<file path="src/rtl/auto_load_seq_if.sv">
// Bundle between the auto-load sequencer and its environment (start logic
// plus serial-PROM read engine).
//
// Handshake: the sequencer pulses EXECUTE for exactly one cycle with AL_ADDR
// valid in that same cycle. The read engine answers by raising BUSY within
// one cycle and holding it while the word is read. Then it drops BUSY to
// signal that the word is finished. AL_DONE is a level from the engine. The
// sequencer clears it by pulsing CLR_AL_DONE once at the start of each
// sequence.
interface auto_load_seq_if #(
  parameter int ADDR_W = 6
);
  logic              START;
  logic              BUSY;
  logic              AL_DONE;
  logic              AL_ENA;
  logic [ADDR_W-1:0] AL_ADDR;
  logic              EXECUTE;
  logic              CLR_AL_DONE;
  logic              COMPLETED;
  logic              ABORTED;
  logic              TMO_ERR;
  logic [3:0]        RETRY_CNT;
  logic [3:0]        DBG_STATE;

  // Sequencer side
  modport master (
    input  START, BUSY, AL_DONE,
    output AL_ENA, AL_ADDR, EXECUTE, CLR_AL_DONE,
           COMPLETED, ABORTED, TMO_ERR, RETRY_CNT, DBG_STATE
  );

  // Start logic / read engine side
  modport slave (
    output START, BUSY, AL_DONE,
    input  AL_ENA, AL_ADDR, EXECUTE, CLR_AL_DONE,
           COMPLETED, ABORTED, TMO_ERR, RETRY_CNT, DBG_STATE
  );
endinterface

</file>
<file path="src/rtl/auto_load_seq.sv">
// Auto-load sequencer: reads words START_ADDR..MAX_ADDR from the PROM read
// engine, one EXECUTE per word. It retries on a BUSY timeout, checks for an
// early abort, and waits for the final AL_DONE. All outputs are registered
// and decoded from the next state, so they line up with the state they
// describe.
module auto_load_seq #(
  parameter int ADDR_W     = 6,
  parameter int START_ADDR = 0,
  parameter int MAX_ADDR   = 33,
  parameter int TMO_CYC    = 255,
  parameter int MAX_RETRY  = 2,
  parameter int ABORT_ALL  = 0
) (
  input logic             CLK,
  input logic             RST,
  auto_load_seq_if.master bus
);

  localparam int TMO_W    = (TMO_CYC < 1) ? 1 : $clog2(TMO_CYC + 1);
  localparam int TMO_LAST = (TMO_CYC > 0) ? TMO_CYC - 1 : 0;

  localparam logic [ADDR_W-1:0] START_A = ADDR_W'(START_ADDR);
  localparam logic [ADDR_W-1:0] MAX_A   = ADDR_W'(MAX_ADDR);
  localparam logic [3:0]        RETRY_M = 4'(MAX_RETRY);
  localparam logic [TMO_W-1:0]  TMO_HIT = TMO_W'(TMO_LAST);
  localparam logic [TMO_W-1:0]  TMO_SAT = TMO_W'(TMO_CYC);

  typedef enum logic [3:0] {
    S_IDLE      = 4'd0,
    S_CLEAR     = 4'd1,
    S_ISSUE     = 4'd2,
    S_HOLD      = 4'd3,
    S_WAIT_BUSY = 4'd4,
    S_CHECK     = 4'd5,
    S_WAIT_DONE = 4'd6,
    S_FIN_OK    = 4'd7,
    S_FIN_ABORT = 4'd8,
    S_FIN_ERR   = 4'd9
  } state_t;

  state_t            r_state;
  state_t            w_next;
  logic              w_addr_inc;
  logic              w_retry_inc;
  logic              w_tmo_hit;
  logic              w_waiting;

  logic [ADDR_W-1:0] r_addr;
  logic [3:0]        r_retry;
  logic [TMO_W-1:0]  r_tmo;
  logic              r_al_ena;
  logic              r_execute;
  logic              r_clr;
  logic              r_completed;
  logic              r_aborted;
  logic              r_tmo_err;

  // The timeout only counts in the two wait states, and only when timeouts
  // are enabled.
  assign w_tmo_hit = (TMO_CYC != 0) && (r_tmo == TMO_HIT);
  assign w_waiting = (r_state == S_WAIT_BUSY && bus.BUSY) ||
                     (r_state == S_WAIT_DONE && !bus.AL_DONE);

  // Next-state decode plus the datapath strobes for address and retry updates.
  always_comb begin
    w_next      = r_state;
    w_addr_inc  = 1'b0;
    w_retry_inc = 1'b0;
    case (r_state)
      S_IDLE:      if (bus.START) w_next = S_CLEAR;
      S_CLEAR:     w_next = S_ISSUE;
      S_ISSUE:     w_next = S_HOLD;
      S_HOLD:      w_next = S_WAIT_BUSY;
      S_WAIT_BUSY: begin
        if (!bus.BUSY) begin
          w_next = S_CHECK;
        end else if (w_tmo_hit) begin
          if (r_retry < RETRY_M) begin
            w_next      = S_ISSUE;
            w_retry_inc = 1'b1;
          end else begin
            w_next = S_FIN_ERR;
          end
        end
      end
      S_CHECK: begin
        // The final word takes priority: AL_DONE here is the normal ending.
        if (r_addr == MAX_A) begin
          w_next = S_WAIT_DONE;
        end else if (bus.AL_DONE && ((ABORT_ALL != 0) || (r_addr == START_A))) begin
          w_next = S_FIN_ABORT;
        end else begin
          w_next     = S_ISSUE;
          w_addr_inc = 1'b1;
        end
      end
      S_WAIT_DONE: begin
        if (bus.AL_DONE)     w_next = S_FIN_OK;
        else if (w_tmo_hit)  w_next = S_FIN_ERR;
      end
      S_FIN_OK, S_FIN_ABORT, S_FIN_ERR: if (!bus.START) w_next = S_IDLE;
      default:     w_next = S_IDLE;
    endcase
  end

  // State register.
  always_ff @(posedge CLK or posedge RST) begin
    if (RST) r_state <= S_IDLE;
    else     r_state <= w_next;
  end

  // Address and retry counter; the address holds in Fin states for diagnosis.
  always_ff @(posedge CLK or posedge RST) begin
    if (RST) begin
      r_addr  <= START_A;
      r_retry <= 4'd0;
    end else if (w_next == S_CLEAR) begin
      r_addr  <= START_A;
      r_retry <= 4'd0;
    end else if (w_addr_inc) begin
      r_addr  <= r_addr + 1'b1;
      r_retry <= 4'd0;
    end else if (w_retry_inc) begin
      r_retry <= r_retry + 1'b1;
    end
  end

  // Consecutive-wait counter, saturating, cleared outside the wait states.
  always_ff @(posedge CLK or posedge RST) begin
    if (RST) begin
      r_tmo <= '0;
    end else if (w_waiting) begin
      if (r_tmo != TMO_SAT) r_tmo <= r_tmo + 1'b1;
    end else begin
      r_tmo <= '0;
    end
  end

  // Moore outputs registered from the next state.
  always_ff @(posedge CLK or posedge RST) begin
    if (RST) begin
      r_al_ena    <= 1'b0;
      r_execute   <= 1'b0;
      r_clr       <= 1'b0;
      r_completed <= 1'b0;
      r_aborted   <= 1'b0;
      r_tmo_err   <= 1'b0;
    end else begin
      r_al_ena    <= (w_next != S_IDLE);
      r_execute   <= (w_next == S_ISSUE);
      r_clr       <= (w_next == S_CLEAR);
      r_completed <= (w_next == S_FIN_OK);
      r_aborted   <= (w_next == S_FIN_ABORT);
      r_tmo_err   <= (w_next == S_FIN_ERR);
    end
  end

  assign bus.AL_ENA      = r_al_ena;
  assign bus.AL_ADDR     = r_addr;
  assign bus.EXECUTE     = r_execute;
  assign bus.CLR_AL_DONE = r_clr;
  assign bus.COMPLETED   = r_completed;
  assign bus.ABORTED     = r_aborted;
  assign bus.TMO_ERR     = r_tmo_err;
  assign bus.RETRY_CNT   = r_retry;
  assign bus.DBG_STATE   = r_state;

`ifndef SYNTHESIS
  string w_state_name;
  // Readable state name for waveform viewers.
  always_comb w_state_name = r_state.name();
`endif

endmodule

</file>
<file path="src/flat_wrapper.sv">
// flat-port wrapper written by rule: the top's interface ports become plain ports
module auto_load_seq_flat 
#(
  parameter int ADDR_W     = 6,
  parameter int START_ADDR = 0,
  parameter int MAX_ADDR   = 33,
  parameter int TMO_CYC    = 255,
  parameter int MAX_RETRY  = 2,
  parameter int ABORT_ALL  = 0
)
  (CLK, RST, bus_START, bus_BUSY, bus_AL_DONE, bus_AL_ENA, bus_AL_ADDR, bus_EXECUTE, bus_CLR_AL_DONE, bus_COMPLETED, bus_ABORTED, bus_TMO_ERR, bus_RETRY_CNT, bus_DBG_STATE);
  auto_load_seq_if #(.ADDR_W(ADDR_W)) bus_i ();
  input logic CLK;
  input logic RST;
  input wire logic [$bits(bus_i.START)-1:0] bus_START;
  input wire logic [$bits(bus_i.BUSY)-1:0] bus_BUSY;
  input wire logic [$bits(bus_i.AL_DONE)-1:0] bus_AL_DONE;
  output wire logic [$bits(bus_i.AL_ENA)-1:0] bus_AL_ENA;
  output wire logic [$bits(bus_i.AL_ADDR)-1:0] bus_AL_ADDR;
  output wire logic [$bits(bus_i.EXECUTE)-1:0] bus_EXECUTE;
  output wire logic [$bits(bus_i.CLR_AL_DONE)-1:0] bus_CLR_AL_DONE;
  output wire logic [$bits(bus_i.COMPLETED)-1:0] bus_COMPLETED;
  output wire logic [$bits(bus_i.ABORTED)-1:0] bus_ABORTED;
  output wire logic [$bits(bus_i.TMO_ERR)-1:0] bus_TMO_ERR;
  output wire logic [$bits(bus_i.RETRY_CNT)-1:0] bus_RETRY_CNT;
  output wire logic [$bits(bus_i.DBG_STATE)-1:0] bus_DBG_STATE;
  assign bus_i.START = bus_START;
  assign bus_i.BUSY = bus_BUSY;
  assign bus_i.AL_DONE = bus_AL_DONE;
  assign bus_AL_ENA = bus_i.AL_ENA;
  assign bus_AL_ADDR = bus_i.AL_ADDR;
  assign bus_EXECUTE = bus_i.EXECUTE;
  assign bus_CLR_AL_DONE = bus_i.CLR_AL_DONE;
  assign bus_COMPLETED = bus_i.COMPLETED;
  assign bus_ABORTED = bus_i.ABORTED;
  assign bus_TMO_ERR = bus_i.TMO_ERR;
  assign bus_RETRY_CNT = bus_i.RETRY_CNT;
  assign bus_DBG_STATE = bus_i.DBG_STATE;
  auto_load_seq #(.ADDR_W(ADDR_W), .START_ADDR(START_ADDR), .MAX_ADDR(MAX_ADDR), .TMO_CYC(TMO_CYC), .MAX_RETRY(MAX_RETRY), .ABORT_ALL(ABORT_ALL)) u_core (.CLK(CLK), .RST(RST), .bus(bus_i));
endmodule
</file>
<file path="config.mk">
export PLATFORM = sky130hd
export DESIGN_NAME = auto_load_seq_flat
export DESIGN_NICKNAME = d
export VERILOG_FILES = /design/src/rtl/auto_load_seq_if.sv /design/src/rtl/auto_load_seq.sv /design/src/flat_wrapper.sv
export SDC_FILE = /design/constraint.sdc
export NUM_CORES = 1
export LEC_CHECK = 0
export BUFFER_PORTS_ARGS = -buffer_cell sky130_fd_sc_hd__buf_4
export CORE_AREA = 2 2 107 68
export DETAILED_ROUTE_END_ITERATION = 12
export DIE_AREA = 0 0 109 70
export HOLD_SLACK_MARGIN = 0.15
export PLACE_DENSITY_LB_ADDON = 0.15
export SLEW_MARGIN = 15
export SYNTH_ARGS = -nofsm -noshare
export SYNTH_HDL_FRONTEND = slang
export SYNTH_SLANG_ARGS = --single-unit
</file>
<file path="constraint.sdc">
create_clock -name CLK -period 2.1 [get_ports CLK]
set_input_delay 0.315 -clock CLK [delete_from_list [all_inputs] [get_ports CLK]]
set_output_delay 0.315 -clock CLK [all_outputs]
set_load 0.05 [all_outputs]
</file>
==> results.json <==
{
  "synthCells": 157,
  "routed_wl_um": 3960,
  "fin_tns_setup_ps": 0,
  "drv_slew": 0,
  "clk_pin_slew_ps": 100,
  "post-place-cells": 271,
  "arrival_ps": 2200,
  "critical_path.max_fanout": 12,
  "setup_violations": 0,
  "cts_setup_buffers": 0,
  "synth_common_cells": "dfrtp_1, nor2_1, a31oi_1",
  "first_global_vias": 1230,
  "multiInputGateArea_um2": 825,
  "fin_skew_ps": 6.14,
  "nets": 197,
  "p_leak_nw": 0.862,
  "clk_latency_ps": 280,
  "fin_cells": 276,
  "final_core_util_pct": 29.6,
  "maxCapViolCount": 0,
  "grt_max_degree": 29,
  "dp_slack_ps": -4.57,
  "cts_buffer_depth": 2,
  "synth_seq_area_share_pct": 43.6,
  "grt_pass1_wl_um": 6580,
  "min-delay-start": "bus_START",
  "finalCritPeriodShare_pct": 96.9,
  "synth_edf_count": 0,
  "async_flop_share_pct": 100,
  "crit_chain": "inv_2 -> ha_1 -> nand4_1 -> a211o_1 -> a221o_2 -> nor2_4 -> buf_12 -> a311oi_2",
  "max_slew_margin_pct": 74.4,
  "hold_violations": 0,
  "critPathLaunch": "u_core.r_tmo[0]",
  "grt_antenna_before_repair": 0,
  "crit_buf_inv": 2,
  "start_util_pct": 23.5,
  "synth_area_per_cell_um2": 10.2,
  "n_antenna_cell": 0,
  "cpMaxStageDelayCell": "dfrtp_1",
  "cts_max_level": 1,
  "netlist_area_mm2": 0.00161,
  "yosys_warnings": 0,
  "worst_pin_slew_ps": 381,
  "area_delta_synth_final_pct": 25.5,
  "outcome": "finished, final reports clean",
  "min_period_ps": 2040,
  "seq_area_um2": 704,
  "yosysTopAreaCellShare_pct": 43.6,
  "synthFlopType": "dfrtp_1",
  "ys_top_cells_by_area": "dfrtp_1, ha_1, buf_6, a31oi_1, nor2_1",
  "viasPerCell": 4.62,
  "cts_buffers": 3,
  "cp-end-kind": "register",
  "cts_tree": "yes",
  "globalRouteTotalUtil_pct": 11.1,
  "grt_overflow": 0,
  "drt-wirelength-per-cell_um": 14.3,
  "crit_type": "register to register",
  "port_buffers": 24,
  "timing.rr.start": "u_core.r_tmo[0]",
  "ir_worst_vdd_v": 0.000395,
  "rsz0062_at_grt": "true",
  "worst_slack_ps": 64.1,
  "dpl_cell_area_mm2": 0.00189,
  "drtIter0Drc": 26,
  "num_rows": 24,
  "drt_first_pass_iters": 4,
  "yosys.area.top_type": "dfrtp_1",
  "antenna_left": 0,
  "dp_hpwl_um": 3000,
  "start_kind": "register",
  "yosysMostFrequentCell": "dfrtp_1",
  "clkSinkCount": 28,
  "hold_class": "input port to register",
  "io_pins": 25,
  "die_w_um": 109,
  "core_area_mm2": 0.00682,
  "critPathMaxStageDelay_ps": 420,
  "vias": 1274,
  "max_freq_ghz": 0.491,
  "cp_top_family": "compound AO/OA/AOI/OAI gates",
  "clock-root-buffer": "clkbuf_8",
  "routabilityCongestion": 0.828,
  "die_h_um": 70,
  "fill_cells": 719,
  "drc": 0,
  "cp.required_ps": 2260,
  "die_area_mm2": 0.00763,
  "p_per_area_mw_per_mm2": 1250,
  "layout-drive-gt1-share_pct": 29.2,
  "ys_ff_latch": 28,
  "syn_nets": 168,
  "synthDistinctLibCells": 44,
  "final_area_mm2": 0.00201
}
==> flip-flops by register name, summed over array words and instances (netlist names) <==
register	flops
u_core.bus.ABORTED	1
u_core.bus.EXECUTE	1
u_core.bus.CLR_AL_DONE	1
u_core.bus.COMPLETED	1
u_core.bus.TMO_ERR	1
u_core.bus.RETRY_CNT	4
u_core.bus.DBG_STATE	4
u_core.bus.AL_ADDR	6
u_core.bus.AL_ENA	1
u_core.r_tmo	8
==> report_power, final <==
group | leakage, nW | internal [mW] | switching, mW | total, mW
sequential | 0.375 | 0.628 | 0.126 | 0.754
combinational | 0.451 | 0.501 | 0.821 | 1.32
clock | 0.0357 | 0.256 | 0.179 | 0.435
total | 0.862 | 1.38 | 1.13 | 2.51
==> through the flow <==
stage          hold WS, ps  power, mW
5_1_grt                379       2.66
2_1_floorplan          380       1.70
3_5_place_dp           415       1.97
3_3_place_gp           410       1.96
4_1_cts                350       2.41
6_report               366       2.51
==> cell families after synthesis <==
logic type / after synthesis / share of synthesized area (%)
compound gates: 31 / 14.4
buf+inv: 17 / 7.56
xor+xnor: 12 / 6.55
simple gates: 62 / 22.5
mux: 1 / 0.624
fa+ha+maj: 6 / 4.68
flops: 28 / 43.6
==> placed cells by master, fill, tap and decap left out, drive strengths merged, types with 2 or more instances in the layout <==
cell	instances
buf	32
dfrtp	28
nor2	16
a31oi	10
inv	8
nand2	7
xor2	6
xnor2	6
ha	6
nand2b	5
nand4	4
nor3	4
a21oi	4
and2	4
and3	4
a311oi	4
a211oi	3
clkbuf	3
o21ai	3
nand3	3
or3	2
and4bb	2
a211o	2
nor3b	2
nor4	2
==> area by class of cell <==
type,instances,area share [%]
multi-input cells,112,40.9
flip-flops and latches,28,35.0
repair buffers,33,13.4
well taps,91,5.65
clock buffers,3,2.05
clock inverters,1,1.49
inverters,8,1.49
==> tightest hold or removal path: cells and delay by family <==
family | cells | cell delay, ps
buffers and inverters | 1 | 90
AOI/OAI and AO/OA | 2 | 200
==> worst paths after layout <==
| kind | to | slack, ps | cells after the start |
|---|---|---|---|
| max | u_core.bus.RETRY_CNT[0] | 60 | 8 |
| max in group asynchronous | u_core.bus.AL_ADDR[1] | 1170 | 4 |
| min | u_core.bus.DBG_STATE[0] | 370 | 3 |
| max reg2reg | u_core.bus.RETRY_CNT[0] | 60 | 8 |
| min reg2reg | u_core.bus.RETRY_CNT[3] | 560 | 2 |
| min in group asynchronous | u_core.r_tmo[2] | 630 | 4 |
==> layer usage <==
metal / track usage [%] / wire [um] / up-vias
met5: 0 / 0 / -
met4: 2.14 / 28 / 0
met3: 2.71 / 151 / 2
met2: 14.0 / 1570 / 20
met1: 18.3 / 2210 / 630
li1: - / - / 622
==> what timing repair did <==
item | in CTS | in global routing
hold endpoints to repair | 28 | 0
hold buffers | 1 | 0
gates resized for setup | 1 | 11
setup endpoints to repair | 2 | 14
gates cloned | 0 | 0
Note: power is estimated with default switching activity, not from simulation.
